**src/rtl/dma_response_router.sv**
```systemverilog
// dma_response_router: remembers which channel won each arbitrated transaction
// and steers the shared response stream back to that channel in grant order.
module dma_response_router #(
  parameter int NO_OF_CHANNELS  = 4,
  parameter int MAX_OUTSTANDING = 8,
  parameter int DATA_WIDTH      = 64
) (
  input  logic                               clock,
  input  logic                               resetn,
  input  logic [NO_OF_CHANNELS-1:0]          grant,
  input  logic                               grantEn,
  output logic                               grantReady,
  input  logic                               rspValid,
  input  logic                               rspLast,
  input  logic [DATA_WIDTH-1:0]              rspData,
  output logic                               rspReady,
  output logic [NO_OF_CHANNELS-1:0]          chRspValid,
  output logic [NO_OF_CHANNELS-1:0]          chRspLast,
  output logic [DATA_WIDTH-1:0]              chRspData,
  input  logic [NO_OF_CHANNELS-1:0]          chRspReady,
  output logic [$clog2(MAX_OUTSTANDING):0]   outstanding,
  output logic                               errGrant,
  output logic                               errStray
);

  localparam int ID_W   = (NO_OF_CHANNELS > 1) ? $clog2(NO_OF_CHANNELS) : 1;
  localparam int ADDR_W = $clog2(MAX_OUTSTANDING);
  localparam int PTR_W  = ADDR_W + 1;

  // Ownership FIFO storage and pointers; the extra pointer MSB separates full from empty
  logic [ID_W-1:0]  fifo_q [MAX_OUTSTANDING];
  logic [PTR_W-1:0] wr_ptr_q, wr_ptr_d;
  logic [PTR_W-1:0] rd_ptr_q, rd_ptr_d;
  logic             err_grant_q, err_grant_d;
  logic             err_stray_q, err_stray_d;

  logic [ID_W-1:0]  grant_idx;
  logic             grant_onehot;
  logic [ID_W-1:0]  head;
  logic             full;
  logic             empty;
  logic             push;
  logic             pop;
  logic [PTR_W-1:0] count;

  // Live entries fall out of the pointer difference; wrap-around is plain binary overflow
  assign count       = wr_ptr_q - rd_ptr_q;
  assign outstanding = count;
  assign full        = (count == PTR_W'(MAX_OUTSTANDING));
  assign empty       = (count == '0);
  assign grantReady  = ~full;
  assign errGrant    = err_grant_q;
  assign errStray    = err_stray_q;
  assign chRspData   = rspData;
  assign head        = fifo_q[rd_ptr_q[ADDR_W-1:0]];

  // Convert the one-hot grant into a channel index and flag malformed grant vectors
  always_comb begin
    grant_idx    = '0;
    grant_onehot = (grant != '0) &&
                   ((grant & (grant - NO_OF_CHANNELS'(1))) == '0);
    for (int i = 0; i < NO_OF_CHANNELS; i++) begin
      if (grant[i]) begin
        grant_idx = ID_W'(i);
      end
    end
  end

  // Steer the shared beat to the head owner; with nothing recorded the stream stalls
  always_comb begin
    chRspValid = '0;
    chRspLast  = '0;
    rspReady   = 1'b0;
    if (!empty) begin
      for (int i = 0; i < NO_OF_CHANNELS; i++) begin
        if (head == ID_W'(i)) begin
          chRspValid[i] = rspValid;
          chRspLast[i]  = rspLast;
          rspReady      = chRspReady[i];
        end
      end
    end
  end

  // Next-state for pointers and error flags; full blocks a push even if a pop happens this cycle
  always_comb begin
    push        = grantEn & ~full & grant_onehot;
    pop         = rspValid & rspReady & rspLast;
    wr_ptr_d    = push ? wr_ptr_q + PTR_W'(1) : wr_ptr_q;
    rd_ptr_d    = pop  ? rd_ptr_q + PTR_W'(1) : rd_ptr_q;
    err_grant_d = grantEn & (~grant_onehot | full);
    err_stray_d = err_stray_q | (rspValid & empty);
  end

  // Register pointers and error flags; reset discards every recorded owner at once
  always_ff @(posedge clock or negedge resetn) begin
    if (!resetn) begin
      wr_ptr_q    <= '0;
      rd_ptr_q    <= '0;
      err_grant_q <= 1'b0;
      err_stray_q <= 1'b0;
    end else begin
      wr_ptr_q    <= wr_ptr_d;
      rd_ptr_q    <= rd_ptr_d;
      err_grant_q <= err_grant_d;
      err_stray_q <= err_stray_d;
    end
  end

  // Write the winning channel index into the slot addressed by the write pointer
  always_ff @(posedge clock or negedge resetn) begin
    if (!resetn) begin
      for (int i = 0; i < MAX_OUTSTANDING; i++) begin
        fifo_q[i] <= '0;
      end
    end else if (push) begin
      fifo_q[wr_ptr_q[ADDR_W-1:0]] <= grant_idx;
    end
  end

endmodule

```
**config.mk**
```make
export PLATFORM = sky130hd
export DESIGN_NAME = dma_response_router
export DESIGN_NICKNAME = d
export VERILOG_FILES = /design/src/rtl/dma_response_router.sv
export SDC_FILE = /design/constraint.sdc
export NUM_CORES = 1
export LEC_CHECK = 0
export CAP_MARGIN = 20
export CORE_ASPECT_RATIO = 0.6
export CORE_UTILIZATION = 32
export CTS_BUF_LIST = sky130_fd_sc_hd__clkbuf_2 sky130_fd_sc_hd__clkbuf_4 sky130_fd_sc_hd__clkbuf_8
export CTS_CLUSTER_SIZE = 14
export DETAILED_ROUTE_END_ITERATION = 10
export GPL_ROUTABILITY_DRIVEN = 0
export PLACE_DENSITY_LB_ADDON = 0.12
export SLEW_MARGIN = 10
export SYNTH_ARGS = -nofsm -noshare
export SYNTH_HDL_FRONTEND = slang
export SYNTH_SLANG_ARGS = --single-unit
```
**constraint.sdc**
```tcl
create_clock -name clock -period 2.45 [get_ports clock]
set_input_delay 0.3675 -clock clock [delete_from_list [all_inputs] [get_ports clock]]
set_output_delay 0.3675 -clock clock [all_outputs]
set_load 0.01 [all_outputs]
```
# --- Word-level counts from Yosys, hierarchy flattened ---
# Index checks and enable logic that the tools add are counted.
classes:
  magnitude_cmp: 3
  add_sub_neg: 4
  muxes: 24
  n_eq_ne: 4
  n_bitwise: 13
  reduce_logical: 6
ops:
  columns: ["op", "n"]
  rows:
  - ["16-bit bitwise mux", 1]
  - ["1-bit 2-to-1 mux", 14]
  - ["2-bit 2-to-1 mux", 5]
  - ["4-bit by 1-bit adder with 4-bit output (second input constant)", 2]
  - ["4-bit >= comparator (second input constant)", 2]
  - ["4-bit logical NOT", 2]
  - ["4-bit 2-to-1 mux", 2]
  - ["3-bit NOT with 4-bit output", 2]
  - ["1-bit bitwise AND", 6]
  - ["2-bit binary-select mux with 3-bit select", 1]
  - ["2-bit demux with 3-bit select", 1]
  - ["4-bit bitwise AND", 1]
  - ["2-bit equality test (second input constant)", 2]
  - ["4-bit equality test (second input constant)", 1]
  - ["4-bit by 1-bit less-than comparator with 1-bit output (second input constant)", 1]
  - ["4-bit nonzero test", 1]
  - ["4-bit by 1-bit subtractor with 4-bit output (second input constant)", 1]
  - ["4-bit subtractor", 1]
  - ["2-bit by 1-bit equality test with 1-bit output (second input constant)", 1]
  - ["1-bit logical AND", 2]
  - ["2-bit logical NOT", 1]
  - ["1-bit NOT", 2]
  - ["1-bit OR", 2]
word_totals:
  out_inout_bits: 80
  regBits: 26
  wordCells: 66

# --- Longest topological paths before layout ---
depth:
  depth_word: 12
  depth_mapped: 10
  mapped_depth_nobuf: 9

# --- Worst setup path after synthesis ---
# No wires, ideal clock.
synth_path:
  path_kind: "reg2reg"
  start: "reg wr_ptr_q[0]"
  end: "reg fifo_q[12] (netlist bit)"
  t_arrival_ns: 2.608
  setup_ns: 0.125
  period_less_slack_ns: 2.733
  t_required_ns: 2.325
  path_slack_ns: -0.283
  stages_incl_launch_ff: 10
  path_cell_list: "dfrtp_1 > inv_1 > ha_1 > fa_1 > xnor2_1 > nor3_1 > a32oi_1 > nand2_1 > or4_4 > mux2_4"
synth_rtl:
  columns: ["element", "line_no", "text"]
  rows:
  - ["start: declaration", "32", "logic [PTR_W-1:0] wr_ptr_q, wr_ptr_d;"]
  - ["start signal: assignment", "103", "wr_ptr_q <= wr_ptr_d;"]
  - ["4-bit subtractor", "47", "assign count = wr_ptr_q - rd_ptr_q;"]
  - ["named net outstanding[2]", "21", "output logic [$clog2(MAX_OUTSTANDING):0] outstanding,"]
  - ["4-bit equality test", "49", "assign full = (count == PTR_W'(MAX_OUTSTANDING));"]
  - ["1-bit NOT", "87", "push = grantEn & ~full & grant_onehot;"]
  - ["1-bit bitwise AND (2 in series)", "87", null]
  - ["end signal: indexed assignment", "117", "fifo_q[wr_ptr_q[ADDR_W-1:0]] <= grant_idx;"]
  - ["end: declaration", "31", "logic [ID_W-1:0] fifo_q [MAX_OUTSTANDING];"]
# The timed path passes the listed nets, and every way through them passes these cells.
# A chain may end at the register's enable or synchronous reset.

# --- Worst setup path in the final report ---
layout_path:
  start: "reg wr_ptr_q[0]"
  end: "reg fifo_q[2] (netlist bit)"
layout_via:
  elab_chain_cells: 6
layout_rtl:
  columns: ["element", "line_no"]
  rows:
  - ["3-bit NOT with 4-bit output (not written as such)", "117"]
  - ["4-bit >= comparator (not written as such) or 4-bit by 1-bit less-than comparator with 1-bit output (tied branches)", "117"]
  - ["1-bit logical AND (not written as such)", "117"]
  - ["2-bit 2-to-1 mux (not written as such)", "117"]
  - ["2-bit demux with 3-bit select", "117"]
  - ["16-bit bitwise mux", "117"]
# Several ways; a longest one is shown, not always the timed one.

==> out/qor.txt <==
status - complete, but fails checks
failing checks - setup timing
HP Class - input port to async pin
Slew @ Worst Pin - 0.351 ns
Synth Cell Area - 2090 um^2
relative slew slack - 0.765
Detail Placement HPWL - 4000 um
final worst slack - -0.282 ns
setup TNS - -5.83 ns
row count - 22
Setup crit end kind - flop
Synth Area per Inst - 10.3 um^2
worst-path maximum fanout - 5
share of cells above drive strength 1 - 0.563
Seq/Total Area, Yosys - 0.312
clock-pin slew on the worst setup and hold paths - 0.10 ns
routed vias - 1459
global route overflow - 0
Port Buf Inserts - 28
total buffers and inverters traversed by the critical path - 4
Reg2Reg Depth - 12
CP most frequent cell - buf_6
post-place setup slack - -0.282 ns
root buf cell - clkbuf_8
Vias per Instance - 4.91
Max Fclk - 366 MHz
CP Class - flop to flop
Critical Path Stages - 12
final setup vio count - 34
Final Max Slew Viols - 0
CP peak stage delay - 0.42 ns
Max Cap Viol - 0
Wirelength per Cell - 17.8 um
CTS tree - built
synth warn - 0
gr usage total - 0.157
initial antenna violation count - 0
final WL - 5290 um
Worst path top cell family by delay - adder cells
Initial DRC Count - 53
PwrDens - 1730 nW/um^2
period utilization - 1.12
maximum vdd ir drop - 0.000574 V
core footprint - 6190 um^2
# nets final - 297
DRT antenna net count - 0
Clock Sinks - 26
antenna diode count - 0
clk buf depth - 2
first-pass GRT wire length - 8120 um
IO Pins - 157
vias in the first global route - 1517
Die ar. - 6860 um^2
total CTS buffers - 3
RSZ-0062 raised after global routing - true
Distinct cells, synth - 41
Period minus WS final - 2.73 ns
Die Span Y - 64.6 um
slowest stage cell, crit path - dfrtp_2
critical path arrival - 2.90 ns
die width - 106 um
register bit total from synthesis - 26
Starting Density - 0.337
Max H-tree Level - 1
R2R Setup Slk - -0.28 ns
CP Launch Type - flop
Post-Syn Instances - 203
Pleak - 1.17 nW
clk_lat worst skew - 0.28 ns
Post-route DRC - 0
Area Growth Syn to Fin - 22.6%
cells along the critical path - inv_2 > ha_4 > fa_2 > xnor2_4 > nor3_4 > buf_6 > buf_6 > a32oi_2 > buf_4 > and2_4 > nand4_1 > mux2_4
largest net degree at the start of global routing - 27
Fin Clk Skew - 0.00503 ns
Post-Syn Nets - 286
Hold Fails Final Rpt - 0
first-pass detailed-route iteration total - 6
WP data required - 2.62 ns
==> cells in the final DEF (no fill, tap or decap), types with 2 or more instances in the layout <==
cell type and instances:
dfrtp_2 2, mux2_2 8, mux4_2 4, ha_1 4, dlygate4sd2_1 2, dfrtp_1 24
inv_1 7, buf_6 10, buf_2 9, buf_4 37, nand3_4 3, nor2_2 2
clkbuf_8 3, clkdlybuf4s50_1 15, nand4_1 2, a21o_1 3, xor2_1 2, nand3_1 4
or3_4 2, o21ai_0 2, inv_2 3, nand3_2 3, mux2_4 10, nor2b_1 2
nand2_2 5, or4_4 2, nand2_1 3, mux2i_4 3, xnor2_1 6, nor2_1 6
==> synthesized netlist by cell type (all sizes together) <==
library cell / n / area (um^2)
and2: 1 / 6.26
xnor2: 8 / 70.1
nand2: 8 / 32.5
nor2b: 2 / 12.5
mux2i: 5 / 75.1
nor3: 1 / 5.00
and2b: 1 / 7.51
o21ai: 4 / 20.0
or4: 2 / 22.5
mux4: 4 / 90.1
and3: 2 / 13.8
nand3: 10 / 50.1
buf: 66 / 497
o211ai: 1 / 7.51
a211oi: 1 / 7.51
clkbuf: 2 / 8.75
a311o: 1 / 10.0
fa: 1 / 20.0
mux2: 18 / 221
inv: 10 / 37.5
a21oi: 1 / 5.00
and3b: 1 / 8.76
or2: 1 / 6.26
nor2: 8 / 30.0
nand4: 2 / 12.5
a32oi: 1 / 8.76
nand3b: 1 / 7.51
xor2: 2 / 17.5
o32ai: 1 / 16.3
a21o: 3 / 22.5
or3: 3 / 23.8
ha: 5 / 62.6
dfrtp: 26 / 651
==> worst reg2reg max path: cells and delay by family, from the launching register on <==
kind | cells | cell delay, ns
mux | 1 | 0.36
compound gates | 1 | 0.22
xor+xnor | 1 | 0.18
fa+ha+maj | 2 | 0.56
buf+inv | 4 | 0.44
flops | 1 | 0.42
simple gates | 3 | 0.46
==> layout make-up <==
cell class                 count  area [um^2]
clock buffer                   3         41.3
clock inverter                 1         30.0
fill                         594         3630
inverter                      10         37.5
multi-input combinational     99         1080
sequential                    26          653
tap                           84          105
timing repair buffer          74          608
==> worst paths after layout <==
| path | start | end |
|---|---|---|
| setup / recovery | wr_ptr_q[0] | fifo_q[2] |
| hold / removal | resetn | fifo_q[6] |
| setup reg to reg | wr_ptr_q[0] | fifo_q[2] |
| hold reg to reg | errStray | errStray |
| max in group asynchronous | resetn | wr_ptr_q[0] |
| min in group clock | errStray | errStray |
==> sequential cells by signal, indices dropped and copies added (netlist names) <==
register,cells
wr_ptr_q,4
rd_ptr_q,4
errStray,1
errGrant,1
fifo_q,16
==> routing by layer <==
metal | vias up | track usage | part of all wire
li1 | 645 | - | -
met1 | 708 | 0.226 | 0.49
met2 | 66 | 0.202 | 0.38
met3 | 40 | 0.0584 | 0.086
met4 | 0 | 0.0747 | 0.042
met5 | - | 0 | 0
==> what timing repair did <==
item | 4_1_cts | 5_1_grt
hold buffers | 0 | 0
resized for setup | 75 | 16
endpoints found under the hold margin | 0 | 0
buffers inserted | 12 | 8
pin swaps | 16 | 7
setup endpoints to repair | 36 | 36
gates cloned | 0 | 0
==> kinds of logic after synthesis <==
family,synth area share
xor+xnor,0.0420
flops,0.312
simple gates,0.115
fa+ha+maj,0.0396
compound gates,0.0468
mux,0.185
buf+inv,0.260
==> stage by stage <==
stage | power (mW) | std cells | hold WS, ns | util | instance area, um^2
global placement | 3.46 | 274 | 0.455 | 0.358 | 2210
detailed placement | 3.50 | 274 | 0.452 | 0.358 | 2210
floorplan | 2.41 | 203 | 0.0719 | - | 2140
finish | 4.42 | 297 | 0.452 | 0.413 | 2560
global route | 4.70 | 297 | 0.491 | 0.413 | 2560
CTS | 4.12 | 289 | 0.472 | 0.395 | 2440
==> power breakdown <==
| group | switching (mW) | internal (mW) | total [mW] | leakage [nW] |
|---|---|---|---|---|
| logic | 1.45 | 1.79 | 3.25 | 0.820 |
| registers | 0.171 | 0.638 | 0.809 | 0.313 |
| clock network | 0.142 | 0.219 | 0.361 | 0.0357 |
Power figures use the tool's default switching activity.
